File: src/rtl/tamagotchi_pkg.sv
// Shared pet state codes and timing helpers for the Tamagotchi blocks.
package tamagotchi_pkg;

    localparam int unsigned STATE_W    = 3;
    localparam int unsigned NUM_STATES = 6;

    localparam logic [STATE_W-1:0] FELIZ   = 3'd0;
    localparam logic [STATE_W-1:0] HAMBRE  = 3'd1;
    localparam logic [STATE_W-1:0] CANSADO = 3'd2;
    localparam logic [STATE_W-1:0] TRISTE  = 3'd3;
    localparam logic [STATE_W-1:0] ENFERMO = 3'd4;
    localparam logic [STATE_W-1:0] MUERTO  = 3'd5;

    function automatic int unsigned ms_to_cycles(input int unsigned frec, input int unsigned ms);
        return (frec / 1000) * ms;
    endfunction

    function automatic int unsigned s_to_cycles(input int unsigned frec, input int unsigned s);
        return frec * s;
    endfunction

    // Counter width for a terminal count n; never narrower than one bit.
    function automatic int unsigned cnt_width(input int unsigned n);
        return (n > 1) ? $clog2(n) : 1;
    endfunction

    function automatic logic [STATE_W-1:0] next_state(input logic [STATE_W-1:0] s);
        return (s == MUERTO) ? FELIZ : s + STATE_W'(1);
    endfunction

endpackage

File: src/rtl/button_debouncer.sv
// Synchronizes and debounces an active-low push-button; pulses once per press.
module button_debouncer
    import tamagotchi_pkg::*;
#(
    parameter int unsigned DEB_CYC = 4
) (
    input  logic clk,
    input  logic rst,
    input  logic btn_raw,
    output logic press
);

    localparam int unsigned CNT_W = cnt_width(DEB_CYC);
    localparam logic [CNT_W-1:0] CNT_LAST = CNT_W'(DEB_CYC - 1);

    logic             sync1_q, sync2_q;
    logic             level_q, level_d;
    logic [CNT_W-1:0] cnt_q, cnt_d;
    logic             press_q, press_d;

    always_comb begin
        level_d = level_q;
        cnt_d   = '0;
        press_d = 1'b0;
        // Any cycle of agreement restarts the stability window.
        if (sync2_q != level_q) begin
            if (cnt_q == CNT_LAST) begin
                level_d = sync2_q;
                press_d = level_q & ~sync2_q;
            end else begin
                cnt_d = cnt_q + CNT_W'(1);
            end
        end
    end

    always_ff @(posedge clk) begin
        if (rst) begin
            sync1_q <= 1'b1;
            sync2_q <= 1'b1;
            level_q <= 1'b1;
            cnt_q   <= '0;
            press_q <= 1'b0;
        end else begin
            sync1_q <= btn_raw;
            sync2_q <= sync1_q;
            level_q <= level_d;
            cnt_q   <= cnt_d;
            press_q <= press_d;
        end
    end

    assign press = press_q;

endmodule

File: config.mk
export PLATFORM = sky130hd
export DESIGN_NAME = button_debouncer
export DESIGN_NICKNAME = d
export VERILOG_FILES = /design/src/rtl/tamagotchi_pkg.sv /design/src/rtl/button_debouncer.sv
export SDC_FILE = /design/constraint.sdc
export NUM_CORES = 1
export LEC_CHECK = 0
export ABC_AREA = 1
export BUFFER_PORTS_ARGS = -buffer_cell sky130_fd_sc_hd__buf_4
export CAP_MARGIN = 15
export CORE_AREA = 8 8 45 47
export DETAILED_ROUTE_END_ITERATION = 8
export DIE_AREA = 0 0 53 55
export MAX_ROUTING_LAYER = met4
export SLEW_MARGIN = 20
export SYNTH_ARGS = -nofsm -noshare
export SYNTH_HDL_FRONTEND = slang
export SYNTH_SLANG_ARGS = --single-unit
File: constraint.sdc
create_clock -name clk -period 2.8 [get_ports clk]
set_input_delay 0 -clock clk [delete_from_list [all_inputs] [get_ports clk]]
set_output_delay 0 -clock clk [all_outputs]
set_load 0.02 [all_outputs]
# ---- Word-level counts from Yosys, hierarchy flattened
# Cells that the tools add are included.
dict set report classes {
  n_reduce_logical 3
  bitwise_logic 4
  addsub 1
  eq_ne 2
}
# operator count
set op_table {}
lappend op_table {{$reduce_or 3->1} 2}
lappend op_table {{$not 1->1} 3}
lappend op_table {{$add 2x1->2 const B} 1}
lappend op_table {{$eq 2x2->1 const B} 1}
lappend op_table {{$reduce_and 2->1} 1}
lappend op_table {{$and 1x1->1} 1}
lappend op_table {{$ne 1x1->1} 1}
dict set report word_totals {
  ff_bits 6
  inputBits 3
  output_inout_bits 1
  wordCells 15
}

# ---- Logic depth before layout (Yosys ltp)
# Gate-level depths: netlist (run 1).
dict set report logic_depth {
  depth_word 3
  ltp_mapped 6
  ltp_nobuf 6
}

# ---- Worst setup path before layout (run 1)
# No wires, ideal clock.
dict set report synth_path {
  kind {reg2reg}
  startpoint {register sync2_q}
  endpoint {register level_q}
  slack_ps 1833
  setup_time_ps 120
  arrival_ps 846
  stages_incl_launch_ff 7
  synth_period_minus_slack_ps 967
  path_cell_list {dfxtp_1 -> inv_1 -> ha_1 -> inv_1 -> nand2_1 -> nand2_1 -> nand3_1}
}
dict set report synth_via {
  elab_chain_cells 2
}
# item line_no
set synth_rtl {}
lappend synth_rtl {{start, declared} button_debouncer.sv:16} ;# logic sync1_q, sync2_q;
lappend synth_rtl {{start signal, assigned} button_debouncer.sv:45} ;# sync2_q <= sync1_q;
lappend synth_rtl {{$ne 1x1->1} button_debouncer.sv:26} ;# if (sync2_q != level_q) begin
lappend synth_rtl {{$reduce_and 2->1 (no line)} n/a}
lappend synth_rtl {{end signal, assigned} button_debouncer.sv:46} ;# level_q <= level_d;
lappend synth_rtl {{end, declared} button_debouncer.sv:17} ;# logic level_q, level_d;
# Several ways; a longest one is shown, not always the timed one.
# A chain may end at the register's enable or synchronous reset.

# ---- Worst setup path after layout (run 1)
dict set report layout_path {
  startpoint {input port rst}
  endpoint {register sync1_q}
}
# item line_no
set layout_rtl {}
lappend layout_rtl {{start, declared} button_debouncer.sv:8} ;# input logic rst,
lappend layout_rtl {{end signal, assigned} button_debouncer.sv:44} ;# sync1_q <= btn_raw;
lappend layout_rtl {{end, declared} button_debouncer.sv:16}
# No word-level cell between the ends.

==> flow_metrics.tcl, run 1 <==
set metrics [dict create \
    run_status "complete, no violations" \
    power.density_cell_area_mw_per_mm2 562 \
    worst_r2r_path_depth 6 \
    critical_path_depth 4 \
    clk_pin_slew_worst_paths_ns 0.04 \
    syn2layout_area_growth_pct 44.7 \
    global_route.usage.met3_pct 4.28 \
    worst_path_max_delay_cell "sky130_fd_sc_hd__dlygate4sd3_1" \
    power_switching_share_pct 17.9 \
    drtIter0Drc 0 \
    fp.coreArea_mm2 0.00138 \
    ys_top_cells_by_area "sky130_fd_sc_hd__dfxtp_1 (56%), sky130_fd_sc_hd__ha_1 (12%), sky130_fd_sc_hd__inv_1 (7.1%)" \
    fin_crit_ns 1.33 \
    cp_num_buf_inv 3 \
    worst_setup_path_startpoint "rst" \
    cts_resized 0 \
    io_pins 4 \
    synth-seq-area-share_pct 56.5 \
    power.switching_mw 0.0310 \
    finalHoldViolations 0 \
    finalWirelength_um 327 \
    power.sequential.fraction_pct 51.0 \
    final.setup.tns_ns 0 \
    drv_slew 0 \
    grt_pass1_vias 134 \
    worstHoldPathType "reg -> reg" \
    routed_via_density 3.51 \
    internal-power_mw 0.142 \
    tritoncts_num_sinks 6 \
    avgRoutedWirePerCell_um 6.67 \
    timing.critical_path.slowest_cell_delay_ns 0.56 \
    final_antenna_net_count 0 \
    timing.rr.start "sync2_q$_SDFF_PP1_" \
    path_type_of_the_worst_setup_path "in -> reg" \
    synth_top_cell_by_area "sky130_fd_sc_hd__dfxtp_1" \
    cts-htree-levels 1 \
    overall_routing_resource_usage_pct 2.70 \
    crit-reg2reg-capture "level_q$_SDFFE_PP1P_" \
    grt-ovfl-total 0 \
    area_share_of_the_largest_cell_type_after_synthesis_pct 56.5 \
    first_pass_grt_wire_length_um 489 \
    synth_top_flop_cell "sky130_fd_sc_hd__dfxtp_1" \
    clock_power_share_pct 43.4 \
    relSlewSlack_pct 93.6 \
    synth_cells 24 \
    maximum_number_of_pins_on_one_net_before_global_route_repair 4 \
    grt_util_met2_pct 3.13 \
    whs_ns 0.398 \
    critical_path.startpoint_type "primary input" \
    initial_antenna_violation_count 0 \
    crit_end "sync1_q$_SDFF_PP1_" \
    ir_worst_vdd_uv 260 \
    detailroute.via_count 172 \
    tritoncts "yes" \
    io_buffers 3 \
    n_antenna_cell 0 \
    maximum_clock_skew_at_final_layout_ns 0.00442 \
    grt-busiest-layer "met3" \
    static-leakage-power_nw 0.153 \
    slack_of_the_worst_reg_to_reg_path_ns 1.79 \
    met1_usage_pct 2.44 \
    rsz0062_at_grt "false" \
    async_flop_share_pct 0 \
    yosys_register_bits 6 \
    required_time_of_the_critical_path_ns 2.92 \
    synthTopCellsByCount "sky130_fd_sc_hd__dfxtp_1 (6), sky130_fd_sc_hd__inv_1 (4), sky130_fd_sc_hd__nand2_1 (4), sky130_fd_sc_hd__nor2_1 (4)" \
    path_delay_family "buffers and inverters" \
    placedInstanceArea_um2 255 \
    final_min_period_over_clock_period_pct 47.4 \
    nets 40 \
    ctsRootBufferMaster "sky130_fd_sc_hd__clkbuf_4" \
    dieHeight_um 55 \
    initial_utilization_pct 15.4 \
    detail_route.first_pass.iterations 1 \
    maxCapViolCount 0 \
    post_route_cells_drive_above_1_share_pct 18.2 \
    number_of_enable_type_register_cells_in_the_synthesized_netlist 0 \
    insertion_delay_ns 0.24 \
    netlist_area_um2 213 \
    post_synthesis_cell_type_count 7 \
    critical_path_arrival_ns 1.44 \
    worstPathCellList "dlygate4sd3_1, buf_4, or2_1, dlygate4sd3_1" \
    largest_fanout_on_the_critical_path 3 \
    finalSetupViolations 0 \
    avgSynthCellArea_um2 8.86 \
    gp_congestion 0.675 \
    clock_tree.buffer_depth 2 \
    drcViolationCount 0 \
    fp-row-count 14 \
    transition_time_of_the_tightest_slew_check_pin_ns 0.0960 \
    comb_power_share_pct 5.6 \
    critPathCaptureType "flop" \
    yosysWarnings 0 \
    yosysMostFrequentCell "sky130_fd_sc_hd__dfxtp_1" \
    synth.net_count 29 \
    fp.dieArea_mm2 0.00292 \
    die_width_um 53 \
    finish.utilization_pct 22.2 \
    design_area_um2 308 \
    critical-path-top-cell-by-count "sky130_fd_sc_hd__dlygate4sd3_1" \
    numCtsBuffers 3 \
    fmaxAchievable_mhz 754 \
]
==> per-layer routing <==
layer | vias to the layer above | wire length [µm]
met5 | - | 0
met3 | 0 | 56
li1 | 91 | -
met2 | 7 | 131
met1 | 74 | 139
met4 | 0 | 0
==> flip-flops by register name, indices dropped and copies added, names as in the netlist <==
signal	count
cnt_q	2
level_q	1
press	1
sync1_q	1
sync2_q	1
==> worst register-to-register path, cell delays in order (launching register included) <==
cell                      delay [ns]
sky130_fd_sc_hd__dfxtp_1        0.32
sky130_fd_sc_hd__inv_1          0.05
sky130_fd_sc_hd__ha_1           0.29
sky130_fd_sc_hd__inv_1          0.07
sky130_fd_sc_hd__nand2_1        0.06
sky130_fd_sc_hd__nand2_1        0.06
sky130_fd_sc_hd__nand3_1        0.05
==> how the worst min path moves through the flow <==
stage	start	end	slack [ns]	cells past startpoint
finish	sync1_q$_SDFF_PP1_	sync2_q$_SDFF_PP1_	0.40	1
global route	sync1_q$_SDFF_PP1_	sync2_q$_SDFF_PP1_	0.41	1
CTS	sync1_q$_SDFF_PP1_	sync2_q$_SDFF_PP1_	0.40	1
detailed placement	btn_raw	sync1_q$_SDFF_PP1_	0.18	2
global placement	btn_raw	sync1_q$_SDFF_PP1_	0.18	2
floorplan	btn_raw	sync1_q$_SDFF_PP1_	0.1	1
==> cell usage in the layout (no fill, tap or decap) <==
master / instances
sky130_fd_sc_hd__buf_4: 3
sky130_fd_sc_hd__clkbuf_4: 3
sky130_fd_sc_hd__dfxtp_1: 6
sky130_fd_sc_hd__dlygate4sd3_1: 3
sky130_fd_sc_hd__ha_1: 2
sky130_fd_sc_hd__inv_1: 4
sky130_fd_sc_hd__nand2_1: 4
sky130_fd_sc_hd__nand3_1: 2
sky130_fd_sc_hd__nor2_1: 4
sky130_fd_sc_hd__or2_1: 2
==> final cells by class <==
class	count	area, µm²
repair buffers	6	52.6
clock buffers	3	22.5
fillers	152	1080
inverters	4	15.0
multi-input cells	14	77.6
flip-flops and latches	6	120
well taps	16	20.0
==> stage by stage <==
step / total power [mW] / worst slack [ns] / cells
floorplan: 0.0930 / 1.83 / 24
global placement: 0.0957 / 1.80 / 43
detailed placement: 0.0962 / 1.79 / 43
CTS: 0.177 / 1.50 / 49
global route: 0.183 / 1.45 / 49
finish: 0.173 / 1.47 / 49
==> cell families after synthesis <==
group | count (synthesis) | share of synthesized area [%]
buf+inv | 4 | 7.06
simple gates | 12 | 24.7
fa+ha+maj | 2 | 11.8
flops | 6 | 56.5
==> power groups by stage <==
stage / combinational [mW] / sequential (mW) / clock [mW]
after CTS: 0.00966 / 0.0882 / 0.0791
after floorplan: 0.00346 / 0.0895 / 0
after global placement: 0.00606 / 0.0896 / 0
after global routing: 0.0107 / 0.0882 / 0.0843
after detailed placement: 0.00647 / 0.0897 / 0
final: 0.00973 / 0.0882 / 0.0751
==> repair_timing <==
item                                   in CTS  in global routing
hold buffers                                3                  0
setup buffers                               0                  0
endpoints found under the hold margin       2                  0
Power figures use the tool's default switching activity.
==> run 2: changes to the inputs <==
clock period = 1.1 ns   (was 2.8 ns; I/O delays follow)
==> flow_metrics.tcl, run 2 (synthesis gave the netlist of run 1 again) <==
set metrics [dict create \
    final_common_cell "sky130_fd_sc_hd__dfxtp_1" \
    initial_antenna_violation_count 0 \
    rsz0062_at_grt "false" \
    slack_of_the_worst_reg_to_reg_path_ns 0.08 \
    worstHoldPathType "reg -> reg" \
    critical_path.startpoint_type "flop" \
    finish.utilization_pct 21.5 \
    worst_path_max_delay_cell "sky130_fd_sc_hd__dfxtp_1" \
    maxCapViolCount 0 \
    power_switching_share_pct 19.1 \
    tritoncts_num_sinks 6 \
    finalHoldViolations 0 \
    relSlewSlack_pct 93.4 \
    clock_power_share_pct 44.6 \
    final_worst_path_setup_slack_ns 0.0820 \
    drtIter0Drc 4 \
    tritoncts "yes" \
    nets 39 \
    cts-htree-levels 1 \
    clock_tree.buffer_depth 2 \
    clk_pin_slew_worst_paths_ns 0.05 \
    drv_slew 0 \
    syn2layout_area_growth_pct 40.0 \
    transition_time_of_the_tightest_slew_check_pin_ns 0.0992 \
    post_route_cells_drive_above_1_share_pct 18.8 \
    drcViolationCount 0 \
    whs_ns 0.395 \
    detail_route.first_pass.iterations 4 \
    power.sequential.fraction_pct 50.5 \
    dieHeight_um 55 \
    io_buffers 3 \
    ctsRootBufferMaster "sky130_fd_sc_hd__clkbuf_4" \
    grt_pass1_vias 116 \
    fmaxAchievable_mhz 982 \
    fp.coreArea_mm2 0.00138 \
    final_antenna_net_count 0 \
    maximum_clock_skew_at_final_layout_ns 0.00533 \
    first_pass_grt_wire_length_um 462 \
    io_pins 4 \
    cts_resized 0 \
    numCtsBuffers 3 \
    detailroute.via_count 163 \
    static-leakage-power_nw 0.150 \
    cts_post_setup_buffers_inserted 0 \
    critical_path_arrival_ns 1.15 \
    num-fill-cells 142 \
    post-place-ws_ns 0.0784 \
    final_min_period_over_clock_period_pct 92.5 \
    grt-ovfl-total 0 \
    routed_via_density 3.40 \
    largest_register_ffs 2 \
    mostFrequentLayoutCells "sky130_fd_sc_hd__dfxtp_1 (6), sky130_fd_sc_hd__inv_1 (4), sky130_fd_sc_hd__nand2_1 (4), sky130_fd_sc_hd__nor2_1 (4)" \
    finalSetupViolations 0 \
    gp_congestion 0.647 \
    initial_utilization_pct 15.4 \
    ir_worst_vdd_uv 545 \
    detailedPlacementHpwl_um 246 \
    run_status "complete, no violations" \
    fp-row-count 14 \
    insertion_delay_ns 0.24 \
    critPathCaptureType "flop" \
    path_type_of_the_worst_setup_path "reg -> reg" \
    regMostFlops "cnt_q" \
    n_antenna_cell 0 \
    avgRoutedWirePerCell_um 6.83 \
    required_time_of_the_critical_path_ns 1.23 \
    die_width_um 53 \
    power_total_mw 0.444 \
    finalWirelength_um 328 \
    internal-power_mw 0.359 \
    fin_crit_ns 1.02 \
    overall_routing_resource_usage_pct 2.76 \
    largest_fanout_on_the_critical_path 2 \
    maximum_number_of_pins_on_one_net_before_global_route_repair 4 \
    comb_power_share_pct 4.9 \
    fp.dieArea_mm2 0.00292 \
    timing.critical_path.slowest_cell_delay_ns 0.32 \
    worstPathCellList "inv_1, ha_1, inv_1, nand2_1, nand2_1, nand3_1" \
    power.switching_mw 0.0848 \
    power.density_cell_area_mw_per_mm2 1490 \
    final.setup.tns_ns 0 \
]
[run 2: power by group through the flow]
stage                     sequential (mW)  clock (mW)  combinational, mW
final                               0.224       0.198             0.0216
after global routing                0.224       0.218             0.0237
after CTS                           0.224       0.212             0.0218
after detailed placement            0.228           0             0.0162
after global placement              0.228           0             0.0154
after floorplan                     0.228           0            0.00882
[run 2: per-stage QoR]
| stage | instances | instance area [µm²] |
|---|---|---|
| 2_1_floorplan | 24 | 213 |
| 3_3_place_gp | 43 | 255 |
| 6_report | 48 | 298 |
| 3_5_place_dp | 43 | 255 |
| 5_1_grt | 48 | 298 |
| 4_1_cts | 48 | 298 |
[run 2: final cells by class]
| class | instances | area, µm² | share of cell area (%) |
|---|---|---|---|
| timing repair buffer | 5 | 42.5 | 14.3 |
| clock buffer | 3 | 22.5 | 7.56 |
| sequential | 6 | 120 | 40.3 |
| multi-input combinational | 14 | 77.6 | 26.1 |
| tap | 16 | 20.0 | 6.72 |
| inverter | 4 | 15.0 | 5.04 |
[run 2: critical path, delay by kind of cell, from the launching register on]
| kind | cells | cell delay [ns] |
|---|---|---|
| AND/OR/NAND/NOR | 3 | 0.18 |
| adder cells (fa/ha/maj) | 1 | 0.29 |
| buffers and inverters | 2 | 0.11 |
| flip-flops | 1 | 0.32 |
[run 2: path summary, 6_finish.rpt]
path	startpoint	end	cells after the start
max	sync2_q$_SDFF_PP1_	level_q$_SDFFE_PP1P_	6
min	sync1_q$_SDFF_PP1_	sync2_q$_SDFF_PP1_	1
max reg2reg	sync2_q$_SDFF_PP1_	level_q$_SDFFE_PP1P_	6
min reg2reg	sync1_q$_SDFF_PP1_	sync2_q$_SDFF_PP1_	1
[run 2: metal layers]
layer  wire length, µm  vias up  GRT usage (%)
li1                  -       89              -
met1               173       68           2.59
met2               120        6           2.15
met3                34        0           4.01
met4                 0        0           2.59
met5                 0        -              -
[run 2: repair_timing]
| item | in CTS | in global routing |
|---|---|---|
| hold endpoints to repair | 3 | 0 |
| setup endpoints to repair | 0 | 0 |
| hold buffers | 2 | 0 |
==> run 3: changes to the inputs <==
BUFFER_PORTS_ARGS = not set   (was -buffer_cell sky130_fd_sc_hd__buf_4)
DONT_BUFFER_PORTS = 1   (was not set)
TNS_END_PERCENT = 100   (was not set)
==> flow_metrics.tcl, run 3 (synthesis gave the netlist of run 1 again) <==
set metrics [dict create \
    detailroute.via_count 153 \
    rsz0062_at_grt "false" \
    routed_via_density 3.40 \
    fin_crit_ns 0.962 \
    worst_path_max_delay_cell "sky130_fd_sc_hd__dfxtp_1" \
    transition_time_of_the_tightest_slew_check_pin_ns 0.212 \
    min_from "sync1_q$_SDFF_PP1_" \
    post_route_cells_drive_above_1_share_pct 17.2 \
    overall_routing_resource_usage_pct 3.04 \
    ir_worst_vdd_uv 755 \
    io_pins 4 \
    dieHeight_um 55 \
    power.density_cell_area_mw_per_mm2 1550 \
    regMostFlops "cnt_q" \
    insertion_delay_ns 0.25 \
    timing.critical_path.slowest_cell_delay_ns 0.32 \
    grt_pass1_vias 149 \
    finish.utilization_pct 20.8 \
    final.setup.tns_ns 0 \
    critical_path_arrival_ns 1.10 \
    drtIter0Drc 1 \
    cts_post_setup_buffers_inserted 0 \
    critical_path.startpoint_type "flop" \
    finalWirelength_um 327 \
    critPathCaptureType "flop" \
    worst_setup_path_startpoint "sync2_q$_SDFF_PP1_" \
    fmaxAchievable_mhz 1040 \
    critical-path-top-cell-by-count "sky130_fd_sc_hd__nand2_1" \
    nets 36 \
    n_antenna_cell 0 \
    fp-row-count 14 \
    final_worst_path_setup_slack_ns 0.138 \
    drcViolationCount 0 \
    first_pass_grt_wire_length_um 565 \
    grt-ovfl-total 0 \
    timing.rr.start "sync2_q$_SDFF_PP1_" \
    power_total_mw 0.446 \
    numCtsBuffers 3 \
    required_time_of_the_critical_path_ns 1.24 \
    fp.coreArea_mm2 0.00138 \
    initial_antenna_violation_count 0 \
    maxCapViolCount 0 \
    design_area_um2 288 \
    num-fill-cells 152 \
    die_width_um 53 \
    worstHoldPathType "reg -> reg" \
    finalHoldViolations 0 \
    syn2layout_area_growth_pct 35.3 \
    placedInstanceArea_um2 233 \
    largest_fanout_on_the_critical_path 2 \
    io_buffers 0 \
    ctsRootBufferMaster "sky130_fd_sc_hd__clkbuf_4" \
    drv_slew 0 \
    tritoncts "yes" \
    maximum_clock_skew_at_final_layout_ns 0.00906 \
    gp_congestion 0.619 \
    clk_pin_slew_worst_paths_ns 0.05 \
    final_common_cell "sky130_fd_sc_hd__dfxtp_1" \
    clock_tree.buffer_depth 2 \
    final_antenna_net_count 0 \
    tritoncts_num_sinks 6 \
    avgRoutedWirePerCell_um 7.27 \
    relSlewSlack_pct 85.8 \
    largest_register_ffs 2 \
    detailedPlacementHpwl_um 236 \
    mostFrequentLayoutCells "sky130_fd_sc_hd__dfxtp_1 (6), sky130_fd_sc_hd__nand2_1 (4), sky130_fd_sc_hd__nor2_1 (4)" \
    run_status "complete, no violations" \
    maximum_number_of_pins_on_one_net_before_global_route_repair 4 \
    fp.dieArea_mm2 0.00292 \
    path_type_of_the_worst_setup_path "reg -> reg" \
    post-place-ws_ns 0.0810 \
    worstPathCellList "inv_1, ha_4, inv_2, nand2_1, nand2_1, nand3_1" \
    finalSetupViolations 0 \
    cts-htree-levels 1 \
    final_min_period_over_clock_period_pct 87.4 \
    detail_route.first_pass.iterations 4 \
    static-leakage-power_nw 0.134 \
    initial_utilization_pct 15.4 \
]
run 3: changes by cell type in the layout (fill, tap and decap cells not counted), sizes merged:
cell	change
buf	-3
run 3: final timing paths:
kind	endpoint	cells past startpoint	slack (ns)
setup / recovery	level_q$_SDFFE_PP1P_	6	0.14
hold / removal	sync2_q$_SDFF_PP1_	1	0.39
setup reg to reg	level_q$_SDFFE_PP1P_	6	0.14
hold reg to reg	sync2_q$_SDFF_PP1_	1	0.39
run 3: metal layers:
layer	routed length, µm	GRT usage (%)	share of wire [%]
met1	148	2.74	45
met2	122	3.13	37
met3	56	4.55	17
met4	0	1.29	0
met5	0	-	0
run 3: cell type report:
class / count / area (µm²) / share of cell area [%]
clock buffers: 3 / 22.5 / 7.83
repair buffers: 2 / 20.0 / 6.96
well taps: 16 / 20.0 / 6.96
multi-input cells: 14 / 90.1 / 31.3
inverters: 4 / 15.0 / 5.22
flip-flops and latches: 6 / 120 / 41.7
run 3: worst max-delay path, delay by kind of cell (launching register included):
family / cells / cell delay (ns)
AND/OR/NAND/NOR: 3 / 0.17
buffers and inverters: 2 / 0.12
adder cells (fa/ha/maj): 1 / 0.24
flip-flops: 1 / 0.32
run 3: stage by stage:
stage / cells / hold WS [ns]
2_1_floorplan: 24 / 0.0971
3_3_place_gp: 40 / 0.101
3_5_place_dp: 40 / 0.103
4_1_cts: 45 / 0.384
5_1_grt: 45 / 0.390
6_report: 45 / 0.393
run 3: power by group:
part | internal, mW | total [mW] | switching (mW)
registers | 0.223 | 0.224 | 0.00150
clock network | 0.123 | 0.202 | 0.0788
logic | 0.0107 | 0.0192 | 0.00848
run 3: what timing repair did:
item,4_1_cts,5_1_grt
gates resized for setup,0,2
setup endpoints to repair,0,1
hold buffers,2,0
endpoints found under the hold margin,6,0
